File: src/rtl/aes_decripta_pkg.sv
// Shared types, constants and helpers for the iterative AES-128 decryptor.
// State is row-major: byte k sits at [127-8k -: 8], row k/4, column k%4.
package aes_decripta_pkg;

    localparam int NR = 10;

    typedef enum logic [1:0] {
        OCIOSO,
        RODADA,
        FINAL,
        PRONTO
    } estado_fsm_t;

    localparam logic [7:0] INV_SBOX [256] = '{
        8'h52, 8'h09, 8'h6a, 8'hd5, 8'h30, 8'h36, 8'ha5, 8'h38,
        8'hbf, 8'h40, 8'ha3, 8'h9e, 8'h81, 8'hf3, 8'hd7, 8'hfb,
        8'h7c, 8'he3, 8'h39, 8'h82, 8'h9b, 8'h2f, 8'hff, 8'h87,
        8'h34, 8'h8e, 8'h43, 8'h44, 8'hc4, 8'hde, 8'he9, 8'hcb,
        8'h54, 8'h7b, 8'h94, 8'h32, 8'ha6, 8'hc2, 8'h23, 8'h3d,
        8'hee, 8'h4c, 8'h95, 8'h0b, 8'h42, 8'hfa, 8'hc3, 8'h4e,
        8'h08, 8'h2e, 8'ha1, 8'h66, 8'h28, 8'hd9, 8'h24, 8'hb2,
        8'h76, 8'h5b, 8'ha2, 8'h49, 8'h6d, 8'h8b, 8'hd1, 8'h25,
        8'h72, 8'hf8, 8'hf6, 8'h64, 8'h86, 8'h68, 8'h98, 8'h16,
        8'hd4, 8'ha4, 8'h5c, 8'hcc, 8'h5d, 8'h65, 8'hb6, 8'h92,
        8'h6c, 8'h70, 8'h48, 8'h50, 8'hfd, 8'hed, 8'hb9, 8'hda,
        8'h5e, 8'h15, 8'h46, 8'h57, 8'ha7, 8'h8d, 8'h9d, 8'h84,
        8'h90, 8'hd8, 8'hab, 8'h00, 8'h8c, 8'hbc, 8'hd3, 8'h0a,
        8'hf7, 8'he4, 8'h58, 8'h05, 8'hb8, 8'hb3, 8'h45, 8'h06,
        8'hd0, 8'h2c, 8'h1e, 8'h8f, 8'hca, 8'h3f, 8'h0f, 8'h02,
        8'hc1, 8'haf, 8'hbd, 8'h03, 8'h01, 8'h13, 8'h8a, 8'h6b,
        8'h3a, 8'h91, 8'h11, 8'h41, 8'h4f, 8'h67, 8'hdc, 8'hea,
        8'h97, 8'hf2, 8'hcf, 8'hce, 8'hf0, 8'hb4, 8'he6, 8'h73,
        8'h96, 8'hac, 8'h74, 8'h22, 8'he7, 8'had, 8'h35, 8'h85,
        8'he2, 8'hf9, 8'h37, 8'he8, 8'h1c, 8'h75, 8'hdf, 8'h6e,
        8'h47, 8'hf1, 8'h1a, 8'h71, 8'h1d, 8'h29, 8'hc5, 8'h89,
        8'h6f, 8'hb7, 8'h62, 8'h0e, 8'haa, 8'h18, 8'hbe, 8'h1b,
        8'hfc, 8'h56, 8'h3e, 8'h4b, 8'hc6, 8'hd2, 8'h79, 8'h20,
        8'h9a, 8'hdb, 8'hc0, 8'hfe, 8'h78, 8'hcd, 8'h5a, 8'hf4,
        8'h1f, 8'hdd, 8'ha8, 8'h33, 8'h88, 8'h07, 8'hc7, 8'h31,
        8'hb1, 8'h12, 8'h10, 8'h59, 8'h27, 8'h80, 8'hec, 8'h5f,
        8'h60, 8'h51, 8'h7f, 8'ha9, 8'h19, 8'hb5, 8'h4a, 8'h0d,
        8'h2d, 8'he5, 8'h7a, 8'h9f, 8'h93, 8'hc9, 8'h9c, 8'hef,
        8'ha0, 8'he0, 8'h3b, 8'h4d, 8'hae, 8'h2a, 8'hf5, 8'hb0,
        8'hc8, 8'heb, 8'hbb, 8'h3c, 8'h83, 8'h53, 8'h99, 8'h61,
        8'h17, 8'h2b, 8'h04, 8'h7e, 8'hba, 8'h77, 8'hd6, 8'h26,
        8'he1, 8'h69, 8'h14, 8'h63, 8'h55, 8'h21, 8'h0c, 8'h7d
    };

    // Row r is rotated right by r bytes.
    function automatic logic [127:0] inv_shift_rows(
        input logic [127:0] s
    );
        logic [127:0] o;
        o = '0;
        for (int r = 0; r < 4; r++) begin
            for (int c = 0; c < 4; c++) begin
                o[127-8*(r*4+c) -: 8] =
                    s[127-8*(r*4+((c-r+4)%4)) -: 8];
            end
        end
        return o;
    endfunction

endpackage

File: src/rtl/decripta_iterativo_if.sv
// Block, plaintext and round-key signals of the AES decryptor.
// master = block source / key store side, slave = the core.
interface decripta_iterativo_if;

    logic         entrada_valida;
    logic         entrada_pronta;
    logic [127:0] bloco;
    logic [3:0]   chave_idx;
    logic [127:0] chave_rodada;
    logic         saida_valida;
    logic         saida_pronta;
    logic [127:0] saida;

    modport master (
        output entrada_valida,
        output bloco,
        output chave_rodada,
        output saida_pronta,
        input  entrada_pronta,
        input  chave_idx,
        input  saida_valida,
        input  saida
    );

    modport slave (
        input  entrada_valida,
        input  bloco,
        input  chave_rodada,
        input  saida_pronta,
        output entrada_pronta,
        output chave_idx,
        output saida_valida,
        output saida
    );

endinterface

File: src/rtl/multiplicaColunas.sv
// InvMixColumns over a row-major 128-bit state.
module multiplicaColunas (
    input  logic [127:0] estado,
    output logic [127:0] resultado
);

    function automatic logic [7:0] xt(input logic [7:0] b);
        return {b[6:0], 1'b0} ^ (b[7] ? 8'h1b : 8'h00);
    endfunction

    // Inverse coefficients 9, b, d, e built from doublings.
    function automatic logic [31:0] mix_col(
        input logic [31:0] col
    );
        logic [7:0] a [4];
        logic [7:0] x2 [4];
        logic [7:0] x4 [4];
        logic [7:0] x8 [4];
        logic [7:0] m9 [4];
        logic [7:0] mb [4];
        logic [7:0] md [4];
        logic [7:0] me [4];
        for (int r = 0; r < 4; r++) begin
            a[r]  = col[31-8*r -: 8];
            x2[r] = xt(a[r]);
            x4[r] = xt(x2[r]);
            x8[r] = xt(x4[r]);
            m9[r] = x8[r] ^ a[r];
            mb[r] = x8[r] ^ x2[r] ^ a[r];
            md[r] = x8[r] ^ x4[r] ^ a[r];
            me[r] = x8[r] ^ x4[r] ^ x2[r];
        end
        return {
            me[0] ^ mb[1] ^ md[2] ^ m9[3],
            m9[0] ^ me[1] ^ mb[2] ^ md[3],
            md[0] ^ m9[1] ^ me[2] ^ mb[3],
            mb[0] ^ md[1] ^ m9[2] ^ me[3]
        };
    endfunction

    always_comb begin
        logic [31:0] col;
        logic [31:0] mix;
        resultado = '0;
        col = '0;
        mix = '0;
        for (int c = 0; c < 4; c++) begin
            for (int r = 0; r < 4; r++) begin
                col[31-8*r -: 8] = estado[127-8*(r*4+c) -: 8];
            end
            mix = mix_col(col);
            for (int r = 0; r < 4; r++) begin
                resultado[127-8*(r*4+c) -: 8] = mix[31-8*r -: 8];
            end
        end
    end

endmodule

File: src/rtl/sbox_inversa.sv
// Single-byte inverse S-box, combinational table lookup.
module sbox_inversa
    import aes_decripta_pkg::*;
(
    input  logic [7:0] a,
    output logic [7:0] y
);

    assign y = INV_SBOX[a];

endmodule

File: src/rtl/decripta_iterativo.sv
// Iterative AES-128 decryption: one round per clock, 10 rounds per block.
module decripta_iterativo
    import aes_decripta_pkg::*;
(
    input  logic                 clk,
    input  logic                 rst_n,
    decripta_iterativo_if.slave  io
);

    estado_fsm_t  fsm;
    logic [127:0] estado;
    logic [3:0]   contador;
    logic [127:0] saida_r;
    logic         saida_valida_r;
    logic         entrada_pronta_r;
    logic [3:0]   chave_idx;

    logic [127:0] deslocado;
    logic [127:0] substituido;
    logic [127:0] com_chave;
    logic [127:0] misturado;

    assign deslocado = inv_shift_rows(estado);

    for (genvar k = 0; k < 16; k++) begin : g_sbox
        sbox_inversa u_sbox (
            .a (deslocado[127-8*k -: 8]),
            .y (substituido[127-8*k -: 8])
        );
    end

    assign com_chave = substituido ^ io.chave_rodada;

    // Mixed value feeds rounds 9..1; FINAL takes com_chave directly.
    multiplicaColunas u_mix (
        .estado    (com_chave),
        .resultado (misturado)
    );

    always_comb begin
        chave_idx = '0;
        unique case (1'b1)
            fsm == OCIOSO: chave_idx = 4'(NR);
            fsm == RODADA: chave_idx = contador;
            default:       chave_idx = '0;
        endcase
    end

    always_ff @(posedge clk or negedge rst_n) begin
        if (!rst_n) begin
            fsm              <= OCIOSO;
            estado           <= '0;
            contador         <= '0;
            saida_r          <= '0;
            saida_valida_r   <= 1'b0;
            entrada_pronta_r <= 1'b0;
        end else begin
            unique case (fsm)
                OCIOSO: begin
                    entrada_pronta_r <= 1'b1;
                    if (io.entrada_valida && entrada_pronta_r) begin
                        estado           <= io.bloco ^ io.chave_rodada;
                        contador         <= 4'(NR - 1);
                        entrada_pronta_r <= 1'b0;
                        fsm              <= RODADA;
                    end
                end
                RODADA: begin
                    estado   <= misturado;
                    contador <= contador - 4'd1;
                    if (contador == 4'd1) begin
                        fsm <= FINAL;
                    end
                end
                FINAL: begin
                    saida_r        <= com_chave;
                    saida_valida_r <= 1'b1;
                    fsm            <= PRONTO;
                end
                PRONTO: begin
                    if (io.saida_pronta) begin
                        saida_valida_r   <= 1'b0;
                        entrada_pronta_r <= 1'b1;
                        fsm              <= OCIOSO;
                    end
                end
                default: fsm <= OCIOSO;
            endcase
        end
    end

    assign io.entrada_pronta = entrada_pronta_r;
    assign io.chave_idx      = chave_idx;
    assign io.saida_valida   = saida_valida_r;
    assign io.saida          = saida_r;

endmodule

File: src/flat_wrapper.sv
// flat-port wrapper written by rule: the top's interface ports become plain ports
module decripta_iterativo_flat import aes_decripta_pkg::*;
  (clk, rst_n, io_entrada_valida, io_bloco, io_chave_rodada, io_saida_pronta, io_entrada_pronta, io_chave_idx, io_saida_valida, io_saida);
  decripta_iterativo_if io_i ();
  input  logic clk;
  input  logic rst_n;
  input wire logic [$bits(io_i.entrada_valida)-1:0] io_entrada_valida;
  input wire logic [$bits(io_i.bloco)-1:0] io_bloco;
  input wire logic [$bits(io_i.chave_rodada)-1:0] io_chave_rodada;
  input wire logic [$bits(io_i.saida_pronta)-1:0] io_saida_pronta;
  output wire logic [$bits(io_i.entrada_pronta)-1:0] io_entrada_pronta;
  output wire logic [$bits(io_i.chave_idx)-1:0] io_chave_idx;
  output wire logic [$bits(io_i.saida_valida)-1:0] io_saida_valida;
  output wire logic [$bits(io_i.saida)-1:0] io_saida;
  assign io_i.entrada_valida = io_entrada_valida;
  assign io_i.bloco = io_bloco;
  assign io_i.chave_rodada = io_chave_rodada;
  assign io_i.saida_pronta = io_saida_pronta;
  assign io_entrada_pronta = io_i.entrada_pronta;
  assign io_chave_idx = io_i.chave_idx;
  assign io_saida_valida = io_i.saida_valida;
  assign io_saida = io_i.saida;
  decripta_iterativo u_core (.clk(clk), .rst_n(rst_n), .io(io_i));
endmodule
File: config.mk
export PLATFORM = sky130hd
export DESIGN_NAME = decripta_iterativo_flat
export DESIGN_NICKNAME = d
export VERILOG_FILES = /design/src/rtl/aes_decripta_pkg.sv /design/src/rtl/decripta_iterativo_if.sv /design/src/rtl/multiplicaColunas.sv /design/src/rtl/sbox_inversa.sv /design/src/rtl/decripta_iterativo.sv /design/src/flat_wrapper.sv
export SDC_FILE = /design/constraint.sdc
export NUM_CORES = 2
export LEC_CHECK = 0
export ABC_AREA = 0
export CORE_MARGIN = 8
export CORE_UTILIZATION = 41
export CTS_CLUSTER_DIAMETER = 40
export CTS_CLUSTER_SIZE = 12
export DETAILED_ROUTE_END_ITERATION = 6
export HOLD_SLACK_MARGIN = 0.08
export PLACE_DENSITY = 0.61
export SLEW_MARGIN = 5
export SYNTH_ARGS = -nofsm -noshare
export SYNTH_HDL_FRONTEND = slang
export SYNTH_SLANG_ARGS = --single-unit
File: constraint.sdc
create_clock -name clk -period 6.15 [get_ports clk]
set_input_delay 0.615 -clock clk [delete_from_list [all_inputs] [get_ports clk]]
set_output_delay 0.615 -clock clk [all_outputs]
set_load 0.05 [all_outputs]
==> qor.csv <==
stage;metric;value;unit
run_status;status;complete, but fails checks;
run_status;violations;DRC;
critical_path;worst_ep_arrival_time;6480;ps
synth;synth_edf_count;0;
synth;synth-async-reset-ratio;100.0;%
placed_design;place_area;85660;um^2
critical_path;start_kind;flop;
worst_hold_path;min_from;u_core.io.saida[76];
critical_path;crit_required;6750;ps
critical_path;crit_path_max_fanout;14;
synth;syn_area;79910;um^2
detailed_routing;drt_iter0_drc;17630;
synth;yosysWarnings;0;
global_route;grt_pass1_vias;88990;
critical_path;critPathMaxStageDelay;650;ps
timing;hold_violations;0;
die;std_cell_rows;162;
critical_path;crit_buf_inv;2;
timing;relSlewSlack;6.309;%
critical_path;critPathKind;reg2reg;
detailed_routing;drcViolationCount;40;
synth;syn_area_per_cell;7.534;um^2
die;initial_core_util;41.11;%
die;die_x;457.5;um
global_route;grt_max_degree;140;
synth;yosys_register_bits;264;
timing;period_needed;5876;ps
global_route;gr-total-overflow;0;
timing;setup_viol;0;
worst_hold_path;hold_path.class;reg2reg;
clock_tree;h-tree-depth;3;
die;dieArea;209300;um^2
clock_tree;clock_path_buffers;3;
clock_tree;clk_pin_slew;40;ps
critical_path;crit_family;XOR/XNOR gates;
detailed_routing;ant_nets;0;
global_route;antenna_found_initial;24;
clock_tree;clk_latency;730;ps
finish;layout-drive-gt1-share;13.21;%
critical_path;slowest_stage;o21ai_0;
placed_design;portBuffers;393;
critical_path;crit_path_end_kind;flop;
finish;nFillCells;19480;
placed_design;dp_hpwl;327400;um
die;coreArea;194400;um^2
global_route;grt_pass1_wl;647900;um
synth;seq_area_frac_synth;8.267;%
detailed_routing;wl_per_cell;34.49;um
clock_tree;cts_setup_buffers;0;
timing;worst_pin_slew;1401;ps
timing;finalCritPeriodShare;95.55;%
critical_path;rrSetupSlack;270;ps
synth;ys.flop_type;dfrtp_1;
job;max_cap_violations;0;
critical_path;rr_worst_depth;15;
critical_path;crit_chain;inv_1 > ha_1 > buf_4 > nor2_1 > a21oi_1 > o21ai_0 > a32oi_1 > mux4_2 > xor2_2 > xor2_1 > xnor2_1 > xnor3_1 > xnor2_2 > a21oi_1 > a21o_1;
finish;area_growth;11.17;%
finish;fin_area;88830;um^2
timing;hold_slack;506.9;ps
detailed_routing;dr.pass1.iters;7;
worst_hold_path;min_delay_worst_endpoint;u_core.io.saida[76];
finish;fin_nets;11000;
critical_path;r2r-start;u_core.estado[105];
clock_tree;clock-sinks;264;
detailed_routing;num_vias;95590;
synth;ys_types;131;
timing;rsz0062_at_grt;no;
synth;syn_nets;11170;
detailed_routing;wl;450700;um
clock_tree;cts_tree;done;
worst_hold_path;whs_path_depth;1;
clock_tree;numCtsBuffers;82;
finish;postLayoutCoreUtil;45.70;%
global_route;grt_usage;40.17;%
clock_tree;cts-root-buf;clkbuf_16;
detailed_routing;viasPerCell;7.315;
timing;fin_setup_tns;0;ps
die;die_height;457.5;um
timing;finClkSkew;45.87;ps
timing;timing.fmax;170.2;MHz
critical_path;r2r-end;u_core.estado[46];
placed_design;gp_congestion;1.093;
timing;slew_viol_final;0;
critical_path;cp_common_cell;a21oi_1;
die;io_pins;394;
synth;synth_cells;10610;
==> worst max-delay path by stage <==
stage,startpoint,to,depth (start not counted)
2_1_floorplan,u_core.estado[105],u_core.estado[75],15
3_3_place_gp,u_core.estado[105],u_core.estado[46],15
3_5_place_dp,u_core.estado[105],u_core.estado[46],15
4_1_cts,u_core.estado[105],u_core.estado[46],15
5_1_grt,u_core.estado[105],u_core.estado[46],15
6_report,u_core.estado[105],u_core.estado[46],15
==> layout by cell type (no fill, tap or decap), types with 286 or more instances in the layout <==
cell type	n
a21oi_1	756
nor2_1	665
nand2_1	636
xnor2_1	586
o21ai_0	581
buf_4	552
clkdlybuf4s50_1	392
nand2b_1	375
nor3_1	350
nor2b_1	319
ha_1	297
xor2_1	286
==> synth_stat cells, types with 286 or more instances <==
master	number	area, um^2
a21oi_1	756	3784
buf_2	372	1862
clkbuf_1	562	2110
ha_1	299	3741
nand2_1	636	2387
nand2b_1	375	2346
nor2_1	666	2500
nor2b_1	319	1996
nor3_1	350	1752
o21ai_0	581	2908
xnor2_1	587	5141
xor2_1	286	2505
==> stage by stage <==
stage / instances / setup WS [ps]
3_3_place_gp: 12900 / 515.9
5_1_grt: 13060 / 228.0
2_1_floorplan: 10610 / 1167
6_report: 13070 / 273.6
3_5_place_dp: 12900 / 502.9
4_1_cts: 13050 / 522.7
==> layer usage <==
layer / wire [um] / track usage (%) / up-vias
met3: 56240 / 10.34 / 1813
met1: 165100 / 50.80 / 45830
met4: 40630 / 27.39 / 14
met2: 188600 / 59.85 / 8109
li1: - / - / 39830
met5: 138 / 0 / -
==> worst register-to-register path, cell delays in order (launching register included) <==
cell	delay [ps]
dfrtp_1	380
inv_1	400
ha_1	430
buf_4	260
nor2_1	240
a21oi_1	70
o21ai_0	650
a32oi_1	330
mux4_2	600
xor2_2	420
xor2_1	480
xnor2_1	250
xnor3_1	470
xnor2_2	490
a21oi_1	140
a21o_1	180
==> flip-flops by register name (all words and copies together) (netlist names) <==
name                      count
u_core.fsm                    2
u_core.io.saida             128
u_core.estado               128
u_core.contador               4
u_core.io.saida_valida        1
u_core.io.entrada_pronta      1
==> logic make-up (layout without fill, tap and decap cells) <==
logic type | Yosys count | in the layout | synth area share (%)
compound gates | 3733 | 3733 | 33.30
xor+xnor | 1055 | 1055 | 14.21
fa+ha+maj | 301 | 301 | 4.707
buf+inv | 1457 | 1360 | 8.901
flops | 264 | 264 | 8.267
mux | 486 | 486 | 9.193
other cells | 0 | 16 | 0
simple gates | 3311 | 3311 | 21.43
==> cell type report <==
type	count	area, um^2	area share, %
Sequential cell	264	6721	7.566
Tap cell	2542	3181	3.580
Timing Repair Buffer	973	8633	9.718
Clock buffer	96	2175	2.448
Inverter	233	878.3	0.9887
Multi-Input combinational cell	8886	66270	74.60
Antenna cell	16	40.04	0.04507
Clock inverter	58	937.1	1.055
==> repair_timing <==
action	in CTS	in global routing
setup endpoints to repair	0	1
hold buffers	1	0
endpoints found under the hold margin	89	0
gates resized for setup	0	1
Power is left out: the tool's default activity adds up to more than one toggle a clock period on the data nets, which glitch-free logic cannot reach.
